==> config.mk <==
export PLATFORM = sky130hd
export DESIGN_NAME = adpll_lock_mod_ctrl
export DESIGN_NICKNAME = d
export VERILOG_FILES = /design/src/rtl/adpll_lock_mod_ctrl.sv
export SDC_FILE = /design/constraint.sdc
export NUM_CORES = 1
export LEC_CHECK = 0
export ABC_AREA = 1
export BUFFER_PORTS_ARGS = -buffer_cell sky130_fd_sc_hd__buf_2
export CORE_AREA = 10 10 116 118
export CTS_CLUSTER_SIZE = 28
export DETAILED_ROUTE_END_ITERATION = 8
export DIE_AREA = 0 0 126 128
export GPL_TIMING_DRIVEN = 0
export PLACE_DENSITY_LB_ADDON = 0.08
export SYNTH_ARGS = -nofsm -noshare
export SYNTH_HDL_FRONTEND = slang
export SYNTH_SLANG_ARGS = --single-unit
export TNS_END_PERCENT = 20
==> constraint.sdc <==
create_clock -name clk -period 2.03 [get_ports clk]
set_clock_uncertainty 0.05 [all_clocks]
set_input_delay 0.203 -clock clk [delete_from_list [all_inputs] [get_ports clk]]
set_output_delay 0.203 -clock clk [all_outputs]
set_load 0.05 [all_outputs]
==> src/rtl/adpll_lock_mod_ctrl.sv <==
// rtl/adpll_lock_mod_ctrl.sv - ADPLL settle-time measurement, lock supervision and PRBS TX modulation
module adpll_lock_mod_ctrl #(
  parameter int          CNT_W     = 20,
  parameter int          SYM_W     = 5,
  parameter logic [15:0] LFSR_SEED = 16'hACE1
) (
  input  logic             clk,
  input  logic             rst,
  input  logic             en,
  input  logic             channel_lock,
  input  logic [1:0]       mode,
  input  logic [SYM_W-1:0] sym_period,
  input  logic [CNT_W-1:0] timeout,
  output logic             data_mod,
  output logic             data_valid,
  output logic [CNT_W-1:0] settle_cycles,
  output logic             settle_done,
  output logic             timeout_err,
  output logic [1:0]       state
);

  typedef enum logic [1:0] {S_IDLE = 2'd0, S_SETTLE = 2'd1, S_LOCKED = 2'd2, S_FAIL = 2'd3} state_t;

  localparam logic [15:0] SEED    = (LFSR_SEED == 16'h0000) ? 16'h0001 : LFSR_SEED;
  localparam logic [1:0]  MODE_TX = 2'd3;

  state_t           state_q;
  logic             en_q;
  logic             armed_q;
  logic [CNT_W-1:0] cnt_q;
  logic [CNT_W-1:0] settle_cycles_q;
  logic             settle_done_q;
  logic             timeout_err_q;
  logic             data_mod_q;
  logic             data_valid_q;
  logic [SYM_W-1:0] sym_cnt_q;
  logic [15:0]      lfsr_q;

  logic             en_rise;
  logic             lfsr_fb;
  logic [15:0]      lfsr_next;

  // armed_q blocks the spurious edge seen when en is already high as reset releases
  assign en_rise   = en & ~en_q & armed_q;
  assign lfsr_fb   = lfsr_q[0] ^ lfsr_q[2] ^ lfsr_q[3] ^ lfsr_q[5];
  assign lfsr_next = {lfsr_fb, lfsr_q[15:1]};

  always_ff @(posedge clk) begin
    if (rst) begin
      state_q         <= S_IDLE;
      en_q            <= 1'b0;
      armed_q         <= 1'b0;
      cnt_q           <= '0;
      settle_cycles_q <= '0;
      settle_done_q   <= 1'b0;
      timeout_err_q   <= 1'b0;
      sym_cnt_q       <= '0;
      data_mod_q      <= 1'b0;
      data_valid_q    <= 1'b0;
      lfsr_q          <= SEED;
    end else begin
      en_q         <= en;
      armed_q      <= armed_q | ~en;
      data_valid_q <= 1'b0;
      if (!en) begin
        state_q    <= S_IDLE;
        data_mod_q <= 1'b0;
      end else begin
        case (state_q)
          S_IDLE: begin
            if (en_rise) begin
              state_q       <= S_SETTLE;
              cnt_q         <= CNT_W'(1);
              settle_done_q <= 1'b0;
              timeout_err_q <= 1'b0;
              lfsr_q        <= SEED;
            end
          end
          S_SETTLE: begin
            // lock is checked first so it wins a tie with the timeout
            if (channel_lock) begin
              settle_cycles_q <= cnt_q;
              settle_done_q   <= 1'b1;
              sym_cnt_q       <= '0;
              state_q         <= S_LOCKED;
            end else if ((timeout != '0) && (cnt_q == timeout)) begin
              timeout_err_q <= 1'b1;
              state_q       <= S_FAIL;
            end else if (cnt_q != '1) begin
              cnt_q <= cnt_q + CNT_W'(1);
            end
          end
          S_LOCKED: begin
            if (!channel_lock) begin
              state_q       <= S_SETTLE;
              cnt_q         <= CNT_W'(1);
              settle_done_q <= 1'b0;
              data_mod_q    <= 1'b0;
              lfsr_q        <= SEED;
            end else if (mode == MODE_TX) begin
              if (sym_cnt_q == sym_period) begin
                sym_cnt_q    <= '0;
                lfsr_q       <= lfsr_next;
                data_mod_q   <= lfsr_next[0];
                data_valid_q <= 1'b1;
              end else begin
                sym_cnt_q <= sym_cnt_q + SYM_W'(1);
              end
            end
          end
          default: begin
          end
        endcase
      end
    end
  end

  assign state         = state_q;
  assign data_mod      = data_mod_q;
  assign data_valid    = data_valid_q;
  assign settle_cycles = settle_cycles_q;
  assign settle_done   = settle_done_q;
  assign timeout_err   = timeout_err_q;

endmodule

==> impl_metrics.toml <==
[power_and_ir_drop]
finalPower_mw = 3.56
peakVddDrop_mv = 0.480
p_leak_nw = 1.99
power_density_nw_per_um2 = 756

[layout]
final_cells = 800
multi_input_area_um2 = 2200
final_util_pct = 41.9
drive_gt1_share_pct = 22.5
regArea_um2 = 1400
antenna_cells = 0
nets = 686
nFillCells = 1212
syn_to_final_growth_pct = 23.9

[worst_setup_path]
r2r-start = "cnt_q[1]"
startpoint = "cnt_q[1]"
slowest_stage = "dfxtp_4"
worstPathMaxFanout = 10
cp_data_arrival_time_ns = 2.09
cp-start-kind = "flop"
cpPeakStageDelay_ns = 0.40
crit_required_ns = 2.21
end_kind = "flop"
cp_cell_sequence = "ha_4, nand2_4, nor2_4, nand3_4, nor2_4, nand2_2, nor2_2, nand2_1, nand2_2, nand2_4, buf_6, a21oi_1, nor2_1"
path_class = "flop to flop"

[timing]
setup_tns_ns = 0
rsz0062_at_grt = "yes"
setup_viol = 0
timing.fmax_mhz = 524
maxSlewViolCount = 0
fin_crit_sh_pct = 94.1
worst_slew_margin_rel_pct = 64.1
period_needed_ns = 1.91
tightest_slew_ns = 0.538
hold_viol_final = 0

[clocking]
clock_sinks = 69
cts-root-buf = "clkbuf_16"
numCtsBuffers = 9
htree_num_levels = 3
clock_latency_ns = 0.35
path_clk_slew_ns = 0.06
cts_max_path_buffers = 2
hold_buffers = 0
tritoncts = "done"

[logic_synthesis]
synth.distinct_cells = 29
ys_ff_latch = 69
synthCells = 580
syn-cell-area_um2 = 3800
ys_seq_area_share_pct = 36.4
async_reset_ff_share_pct = 0
yosys.cell_count.top_type = "nand2_1"
ys_top_cells_by_area = "dfxtp_1 (36%), nand2_1 (15%), nor2_1 (8.6%)"
synth_top_area_share_pct = 36.4
synth_common_cells = "nand2_1 (151), nor2_1 (87), dfxtp_1 (69)"
synth_nets = 613
yosys_warnings = 0
yosys.area.top_type = "dfxtp_1"
synth-edff-count = 0
avgSynthCellArea_um2 = 6.55
synth_flop_cell = "dfxtp_1"

[grt]
grt_pass1_vias = 3799
grt_pass1_wl_mm = 19.4
antenna_found_initial = 0
track_usage_pct = 14.8
globalRoute.totalOverflow = 0
grt_max_degree = 12

[route]
drt-initial-drc-count = 275
viasPerCell = 4.88
wl_mm = 11.9
drtAntennaViolNets = 0
dr_total_vias = 3904
dr.pass1.iters = 5
drc = 0
wire_per_inst_um = 14.9

[place]
detailed_place_hpwl_mm = 8.97
gp_congestion = 0.876
port_buffers = 56
dp_cells = 779

[floorplan]
die_y_um = 128
core_region_area_um2 = 11200
ioPinCount = 57
dieArea_um2 = 16100
start_util_pct = 33.8
rows = 39
dieWidth_um = 126

[hold_path]
hold_class = "input port to flop"
hold_start = "rst"

[outcome]
status = "complete, no violations"

[flow_run]
maxCapViolCount = 0
-- state kept, by name, summed over array words and instances, names as in the netlist, 2 cells and up --
signal / count
cnt_q: 20
sym_cnt_q: 5
settle_cycles: 20
state: 2
lfsr_q: 16
-- timing repair --
item | CTS | global route
endpoints found under the hold margin | 0 | 0
buffers inserted | 1 | 4
setup endpoints to repair | 33 | 57
resized for setup | 10 | 26
pin swaps | 1 | 7
cloned | 0 | 1
-- worst paths after layout --
path / to / slack (ns) / cells after the start
worst max-delay path: cnt_q[3] / 0.12 / 13
worst min-delay path: en_q / 0.05 / 2
worst max register to register: cnt_q[3] / 0.12 / 13
worst min register to register: lfsr_q[6] / 0.41 / 2
-- stage by stage --
stage	hold slack (ns)	cell area [µm²]	worst slack, ns
floorplan	0.247	3800	0.00511
global placement	0.390	4260	-0.224
detailed placement	0.393	4260	-0.234
CTS	0.0474	4590	0.0285
global route	0.0545	4700	-0.0359
finish	0.0505	4700	0.121
-- placed cells by master (no fill, tap or decap), drive strengths merged --
cell type  count
xor2           5
buf           77
and3           3
inv           42
bufinv         1
o211ai         4
o21ai         36
clkbuf        19
nand3         37
dfxtp         69
nor3          16
nand2        157
nand4         10
a31oi          2
a21oi         56
ha             2
or2            4
xnor2         19
clkinv         3
nor2          94
clkinvlp       1
-- cell families (layout without fill, tap and decap cells) --
family                     count (synthesis)  after routing  synth area share [%]
and+or+nand+nor                          321            321                  36.4
AOI/OAI and AO/OA                         98             98                  13.2
adders and majority gates                  2              2                 0.659
xor gates and xnor gates                  24             24                  5.54
buffers and inverters                     66            143                  7.78
DFF                                       69             69                  36.4
-- power breakdown --
| part | internal, mW | switching, mW | total, mW |
|---|---|---|---|
| logic | 0.181 | 0.310 | 0.492 |
| clock network | 0.976 | 0.611 | 1.59 |
| registers | 1.42 | 0.0605 | 1.48 |
-- layout make-up --
type,count,area share [%]
inverter,43,3.51
clock buffer,11,5.16
sequential,69,29.8
clock inverter,4,1.04
tap,143,3.80
multi-input combinational,445,46.8
buffer,23,2.98
timing repair buffer,62,6.91
-- routing by layer --
layer  part of all wire (%)  vias to the layer above  GRT usage, %  routed length (µm)
li1                       -                     2033             -                   -
met1                     48                     1756          19.1                5720
met2                     44                       91          22.6                5250
met3                    5.7                       24          4.05                 679
met4                    2.4                        0          6.16                 292
met5                      0                        -             0                   0
-- critical path, delay by kind of cell, from the launching register on --
| kind | cells | cell delay (ns) |
|---|---|---|
| buffers and inverters | 1 | 0.16 |
| and+or+nand+nor | 10 | 0.86 |
| AOI/OAI and AO/OA | 1 | 0.13 |
| DFF | 1 | 0.40 |
| adders and majority gates | 1 | 0.17 |
Power figures use the tool's default switching activity.
